`src/rtl/alu_issue_unit.sv`:
```
// alu_issue_unit: R-type decode/issue stage driving the one-hot ALU; optional perf counters under ISSUE_PERF_CNT_EN
module alu_issue_unit #(
    parameter int ALU_LATENCY = 2,
    parameter int XLEN        = 32
) (
    input  logic            clk,
    input  logic            rst_n,
    input  logic            in_valid,
    output logic            in_ready,
    input  logic [31:0]     instr,
    input  logic            cfg_we,
    input  logic [4:0]      cfg_addr,
    input  logic [XLEN-1:0] cfg_wdata,
    output logic [XLEN-1:0] id_ex_a,
    output logic [XLEN-1:0] id_ex_b,
    output logic [5:0]      opcode,
    output logic            load,
    input  logic [XLEN-1:0] alu_result,
    output logic            wb_valid,
    output logic [4:0]      wb_rd,
    output logic [XLEN-1:0] wb_data,
    output logic            illegal,
    output logic [31:0]     issued_count,
    output logic [31:0]     illegal_count
);
    localparam int CW = (ALU_LATENCY > 1) ? $clog2(ALU_LATENCY) : 1;

    typedef enum logic [1:0] {IDLE, ISSUE, CAPTURE} state_t;

    state_t          state, state_n;
    logic [XLEN-1:0] rf [32];
    logic [CW-1:0]   cnt;
    logic [4:0]      rd_q;
    logic [9:0]      fn;
    logic [5:0]      dec_op;
    logic            legal;
    logic            accept;

    assign fn     = {instr[31:25], instr[14:12]};
    assign dec_op = (instr[6:0] != 7'b0110011) ? 6'b000000 :
                    (fn == 10'b0000000_000)    ? 6'b000001 :
                    (fn == 10'b0100000_000)    ? 6'b000010 :
                    (fn == 10'b0000000_111)    ? 6'b000100 :
                    (fn == 10'b0000000_110)    ? 6'b001000 :
                    (fn == 10'b0000000_010)    ? 6'b010000 :
                    (fn == 10'b0000001_000)    ? 6'b100000 : 6'b000000;
    assign legal    = |dec_op;
    assign in_ready = (state == IDLE);
    assign accept   = in_valid & in_ready;

    // next state: accept -> hold load for ALU_LATENCY cycles -> one capture cycle -> idle
    always_comb begin
        state_n = (state == IDLE)  ? ((accept && legal) ? ISSUE : IDLE) :
                  (state == ISSUE) ? ((cnt == '0) ? CAPTURE : ISSUE) : IDLE;
    end

    // state register
    always_ff @(posedge clk or negedge rst_n) begin
        if (!rst_n) state <= IDLE;
        else        state <= state_n;
    end

    // issue registers, writeback and register file (writeback overrides a same-edge cfg write)
    always_ff @(posedge clk or negedge rst_n) begin
        if (!rst_n) begin
            for (int i = 0; i < 32; i++) rf[i] <= '0;
            cnt      <= '0;
            rd_q     <= '0;
            load     <= 1'b0;
            opcode   <= '0;
            id_ex_a  <= '0;
            id_ex_b  <= '0;
            wb_valid <= 1'b0;
            wb_rd    <= '0;
            wb_data  <= '0;
            illegal  <= 1'b0;
        end else begin
            illegal  <= accept && !legal;
            wb_valid <= 1'b0;
            if (cfg_we && cfg_addr != 5'd0) rf[cfg_addr] <= cfg_wdata;
            if (accept && legal) begin
                load    <= 1'b1;
                opcode  <= dec_op;
                id_ex_a <= rf[instr[19:15]];
                id_ex_b <= rf[instr[24:20]];
                rd_q    <= instr[11:7];
                cnt     <= CW'(ALU_LATENCY - 1);
            end else if (state == ISSUE) begin
                if (cnt == '0) begin
                    load    <= 1'b0;
                    opcode  <= '0;
                    id_ex_a <= '0;
                    id_ex_b <= '0;
                end else begin
                    cnt <= cnt - CW'(1);
                end
            end else if (state == CAPTURE) begin
                wb_valid <= 1'b1;
                wb_rd    <= rd_q;
                wb_data  <= alu_result;
                if (rd_q != 5'd0) rf[rd_q] <= alu_result;
            end
        end
    end

`ifdef ISSUE_PERF_CNT_EN
    // accept counters, wrapping at 2^32
    always_ff @(posedge clk or negedge rst_n) begin
        if (!rst_n) begin
            issued_count  <= '0;
            illegal_count <= '0;
        end else begin
            if (accept && legal)  issued_count  <= issued_count + 32'd1;
            if (accept && !legal) illegal_count <= illegal_count + 32'd1;
        end
    end
`else
    assign issued_count  = '0;
    assign illegal_count = '0;
`endif
endmodule

```
`config.mk`:
```
export PLATFORM = sky130hd
export DESIGN_NAME = alu_issue_unit
export DESIGN_NICKNAME = d
export VERILOG_FILES = /design/src/rtl/alu_issue_unit.sv
export SDC_FILE = /design/constraint.sdc
export NUM_CORES = 2
export LEC_CHECK = 0
export ABC_CLOCK_PERIOD_IN_PS = 2700
export BUFFER_PORTS_ARGS = -buffer_cell sky130_fd_sc_hd__buf_2
export CAP_MARGIN = 20
export CORE_MARGIN = 2
export CORE_UTILIZATION = 25
export CTS_CLUSTER_DIAMETER = 30
export DETAILED_ROUTE_END_ITERATION = 6
export PLACE_DENSITY = 0.38
export SKIP_CTS_REPAIR_TIMING = 1
export SYNTH_ARGS = -nofsm -noshare
export SYNTH_HDL_FRONTEND = slang
export SYNTH_SLANG_ARGS = --single-unit
```
`constraint.sdc`:
```
create_clock -name clk -period 2.7 [get_ports clk]
set_input_delay 0.135 -clock clk [delete_from_list [all_inputs] [get_ports clk]]
set_output_delay 0.135 -clock clk [all_outputs]
set_load 0.02 [all_outputs]
```
Word-level counts from Yosys, hierarchy flattened
Index checks and enable logic that the tools add are counted.
- add/sub/neg operators: 1
- magnitude comparators: 6
- equality and inequality tests: 9
- muxes and demuxes: 44
- bitwise gates (word level): 7
- reductions and logical operators: 14
- operators with widths (operator ; count):
    $mux W1024 ; 5
    $bwmux W1024 ; 2
    $bmux W32 S5 ; 2
    $demux W32 S5 ; 2
    $mux W32 ; 10
    $mux W6 ; 10
    $ge A6 B6 Y1 const B ; 4
    $not A5 Y6 ; 4
    $eq A10 B3 Y1 const B ; 2
    $lt A6 B1 Y1 const B ; 2
    $eq A10 B2 Y1 const B ; 1
    $eq A10 B4 Y1 const B ; 1
    $eq A10 B9 Y1 const B ; 1
    $logic_not A10 Y1 ; 1
    $mux W1 ; 10
    $reduce_bool A5 Y1 ; 2
    $ne A7 B6 Y1 const B ; 1
    $mux W2 ; 3
    $reduce_or A6 Y1 ; 1
    $logic_and A1 B1 Y1 ; 5
    $reduce_and A3 Y1 ; 1
    $eq A2 B1 Y1 const B ; 1
    $eq A2 B2 Y1 const B ; 1
    $logic_not A2 Y1 ; 1
    7 further kinds ; 8
- register bits after elaboration: 1142
- input port bits: 105
- output and inout bits: 175
- logic and storage cells: 124

Logic depth before layout (Yosys ltp)
- depth after elaboration: 12
- gate-level depth with buffers: 9
- mapped depth without buffers: 6

Worst setup path after synthesis
OpenSTA, ideal clock, no wires.
- kind: flip-flop to flip-flop
- start point: register state[1]
- end point: register rd_q[1]
- data arrival time: 1.915 ns
- required time: 2.575 ns
- path slack: 0.660 ns
- cell stages (with the launch flop): 7
- buffers on the path: 2
- clock period less this slack: 2.040 ns
- cell sequence: dfrtp_1 nor2_1 nand2_1 nor4bb_1 buf_2 buf_2 mux2_2
- longest elaborated chain between the ends: 3
- ends and longest elaborated chain (item ; line ; source):
    start: declaration ; 30 ; state_t state, state_n;
    start signal: assignment ; 60 ; else state <= state_n;
    $logic_not A2 Y1 ; 48 ; assign in_ready = (state == IDLE);
    via in_ready ; 9 ; output logic in_ready,
    $and A1 B1 Y1 ; 49 ; assign accept = in_valid & in_ready;
    $logic_and A1 B1 Y1 ; 81 ; if (accept && legal) begin
    end signal: assignment ; 86 ; rd_q <= instr[11:7];
    end: declaration ; 33 ; logic [4:0] rd_q;
The timed path passes the listed nets, and every way through them passes these cells.
A chain may end at the register's enable or synchronous reset.

Worst setup path after layout
- start point: register rd_q[0]
- end point: register rf[985] (netlist name)
- longest elaborated chain between the ends: 10
- elaborated cells on any way between the ends: 12
- ends and longest elaborated chain (item ; line ; source):
    $not A5 Y6 (implied by the code) ; 101 ; if (rd_q != 5'd0) rf[rd_q] <= alu_result;
    $ge A6 B6 Y1 (implied by the code) / $lt A6 B1 Y1 (equally long branches) ; 101 ;
    $logic_and A1 B1 Y1 (implied by the code) ; 101 ;
    $mux W32 (implied by the code) ; 101 ;
    $demux W32 S5 ; 101 ;
    $bwmux W1024 ; 101 ;
    $mux W1024 * ; 101 ;
    $mux W1024 * ; 97 ; end else if (state == CAPTURE) begin
    $mux W1024 * ; 88 ; end else if (state == ISSUE) begin
    $mux W1024 * ; 81 ;
    end signal: indexed assignment ; 80 ; if (cfg_we && cfg_addr != 5'd0) rf[cfg_addr] <= cfg_wdata;
    end signal: indexed assignment ; 101 ;
    end: declaration ; 31 ; logic [XLEN-1:0] rf [32];
Every way passes the cells marked *; elsewhere a longest branch is shown, timed or not.

==> flow_metrics.py <==
metrics = {
    "timing": {
        "hold_violations": 0,
        "maxSlewViolCount": 0,
        "slew_headroom_pct": 31.5,
        "finalCritPeriodShare_pct": 97.4,
        "timing.final.setup_violations": 0,
        "fin_setup_tns_ns": 0,
        "timing.hold.ws_ns": 0.00478,
        "tightest_slew_ns": 1.03,
        "rsz0062_at_grt": "no",
        "period_needed_ns": 2.63,
        "finalClockSkew_ns": 0.0675,
        "timing.fmax_mhz": 380,
    },
    "place": {
        "gp_congestion": 0.875,
        "portBuffers": 215,
        "dp_hpwl_um": 236000,
    },
    "floorplanning": {
        "dieArea_um2": 278000,
        "fp.dieH_um": 527,
        "rows": 192,
        "io_pins": 280,
        "start_util_pct": 25.1,
        "coreArea_um2": 273000,
        "die_w_um": 527,
    },
    "routing": {
        "num_vias": 61100,
        "drt-total-wl_um": 381000,
        "ant_nets": 0,
        "firstDrtPassIters": 7,
        "drt_iter0_markers": 6713,
        "avgViaCountPerCell": 5.43,
        "drc_errors": 4,
        "wire_per_inst_um": 33.8,
    },
    "yosys": {
        "yosysSeqAreaShare_pct": 41.7,
        "synthArstFlopShare_pct": 100,
        "ys.flop_type": "dfrtp_1",
        "synth_top_area_share_pct": 41.7,
        "yosys_register_bits": 1142,
        "yosys-top-cells-area": "dfrtp_1 (42%), mux2i_1 (25%), a21oi_1 (4.8%)",
        "yosysUniqueCellTypes": 60,
        "synth-edff-count": 0,
        "syn_area_um2": 68500,
        "ys_warn_count": 0,
        "synth_area_leader_cell": "dfrtp_1",
        "avgSynthCellArea_um2": 9.77,
        "syn-instance-count": 7006,
    },
    "status": {
        "failed_checks": "design-rule violations",
        "status": "complete, but fails checks",
    },
    "setup_path": {
        "cp-start-kind": "flop",
        "r2r_end": "rf[985]",
        "path_class": "flop to flop",
        "reg2regPathDepth": 6,
        "reg2reg_from": "rd_q[0]",
        "cp.arrival_ns": 3.41,
        "ff2ff_setup_slack_ns": 0.07,
        "endpoint_kind": "flop",
        "cp_max_fo": 18,
        "critical_path_required_ns": 3.48,
    },
    "worst_hold_path": {
        "min_to": "id_ex_b[16]",
        "hold_start": "instr[22]",
        "worstHoldPathCells": 4,
        "hp-class": "primary input to flop",
    },
    "clocking": {
        "worstSkewPairLatency_ns": 0.95,
        "clkTransAtPathRegs_ns": 0.04,
        "numClockSinks": 1142,
        "numCtsBuffers": 382,
        "htree_levels": 5,
        "cts_max_path_buffers": 4,
        "cts_tree": "built",
        "clock-root-buffer": "clkbuf_16",
    },
    "grt": {
        "busiest_layer": "met2",
        "use_met1_pct": 36.0,
        "grt_pass1_wl_um": 516000,
        "met3_usage_pct": 5.61,
        "grt_pass1_vias": 58900,
        "grt.total_usage_pct": 26.6,
        "antenna_found_initial": 54,
        "use_met2_pct": 40.9,
        "grt_overflow_total": 0,
        "grt_max_degree": 100,
    },
    "power": {
        "powerDensity_nw_per_um2": 866,
        "p_sw_w": 0.0219,
        "internal_power_w": 0.0566,
        "p_leak_nw": 41.1,
        "seq_power_share_pct": 29.4,
        "p_clk_share_pct": 57.3,
        "ir_worst_vdd_v": 0.000524,
        "power_frac_comb_pct": 13.3,
        "switching_share_pct": 27.9,
    },
    "run": {
        "cap_violations": 0,
    },
    "layout": {
        "fin_nets": 7453,
        "syn_to_final_growth_pct": 32.5,
        "fillers": 27600,
        "drive_above_1_share_pct": 20.1,
    },
}
-- how the worst max path moves through the flow --
stage	startpoint	cells after the start	endpoint	slack, ns
CTS	state[1]	8	id_ex_a[21]	-0.08
finish	rd_q[0]	6	rf[985]	0.07
global placement	state[1]	8	id_ex_a[21]	-0.07
floorplan	state[1]	6	rd_q[1]	0.66
global route	state[0]	8	rf[253]	0.009
detailed placement	state[1]	8	id_ex_a[21]	-0.05
-- cell usage after synthesis, types with 28 or more instances --
library cell,number
dfrtp_1,1142
a22oi_1,119
a221oi_1,30
buf_2,205
a41oi_1,50
o21ai_0,536
mux4_2,144
nor3_1,28
buf_4,115
and3_1,31
mux2i_1,1696
nor2_1,529
nand2_1,699
a21oi_1,650
clkbuf_1,518
nand3_1,96
o22ai_1,168
-- final cells by class --
class / count / area (um^2) / share of cell area (%)
Multi-Input combinational cell: 5059 / 36700 / 40.5
Inverter: 6 / 22.5 / 0.0248
Clock buffer: 540 / 11000 / 12.2
Sequential cell: 1142 / 28600 / 31.5
Timing Repair Buffer: 757 / 7700 / 8.49
Tap cell: 3589 / 4490 / 4.95
Antenna cell: 17 / 42.5 / 0.0469
Clock inverter: 153 / 2100 / 2.31
-- metal layers --
metal / part of all wire [%] / vias to the layer above
met5: 0.062 / -
met4: 4.3 / 20
met3: 7.7 / 675
met2: 45 / 3168
met1: 43 / 31300
li1: - / 26000
-- power by group through the flow --
stage | Clock, W | Sequential (W) | Combinational, W
2_1_floorplan | 0 | 0.0222 | 0.00706
3_3_place_gp | 0 | 0.0231 | 0.0100
3_5_place_dp | 0 | 0.0231 | 0.0102
4_1_cts | 0.0454 | 0.0230 | 0.0102
5_1_grt | 0.0466 | 0.0234 | 0.0114
6_report | 0.0450 | 0.0231 | 0.0105
-- stage by stage --
step	worst slack, ns	utilization (%)	area, um^2	total power [W]	instances
5_1_grt	0.00876	33.2	90700	0.0814	11300
3_5_place_dp	-0.0477	28.0	76400	0.0333	10400
6_report	0.0707	33.2	90700	0.0785	11300
4_1_cts	-0.0817	32.8	89500	0.0786	11100
2_1_floorplan	0.660	-	68700	0.0292	7069
3_3_place_gp	-0.0696	28.0	76400	0.0331	10400
-- placed cells by master (no fill, tap or decap), types with 8 or more instances in the layout --
master         count
nor3_1            28
nor2b_1           14
buf_12           180
o22ai_1          168
mux4_2           144
o21ai_1            8
clkinvlp_4        10
dlygate4sd3_1    109
buf_2            210
clkbuf_16        383
a22oi_1          119
dfrtp_1         1142
a31o_2            21
nor4b_1            9
a211oi_1          21
nor2_1           508
nand2_1          668
clkbuf_8          87
clkinv_16         12
a31oi_1           12
conb_1            64
and3_1            31
a21oi_1          650
o21ai_0          536
diode_2           17
clkinv_2          84
nand2_4           24
buf_4            256
bufinv_16         35
a41oi_1           50
a221oi_1          30
nor2_4            31
clkbuf_1          70
mux2i_1         1696
nor4_1            27
nand3_1           94
-- flip-flops by register name, indices dropped and copies added, names as in the netlist --
name,count
rf,1024
id_ex_a,32
id_ex_b,32
wb_data,32
opcode,6
rd_q,5
wb_rd,5
state,2
cnt,1
illegal,1
load,1
wb_valid,1
-- critical path: stages (launching register included) --
cell,delay (ns)
dfrtp_1,0.50
nand3b_1,0.23
or2_2,0.44
nor2_4,0.19
buf_4,0.35
o21ai_0,0.16
dlygate4sd3_1,0.59
-- cells by family after synthesis --
logic type      Yosys count  synth area share (%)
other cells               1               0.00548
flops                  1142                  41.7
buf+inv                 868                  5.82
compound gates         1646                  13.6
mux                    1846                  29.6
simple gates           1503                  9.17
(Power assumes the default switching activity.)
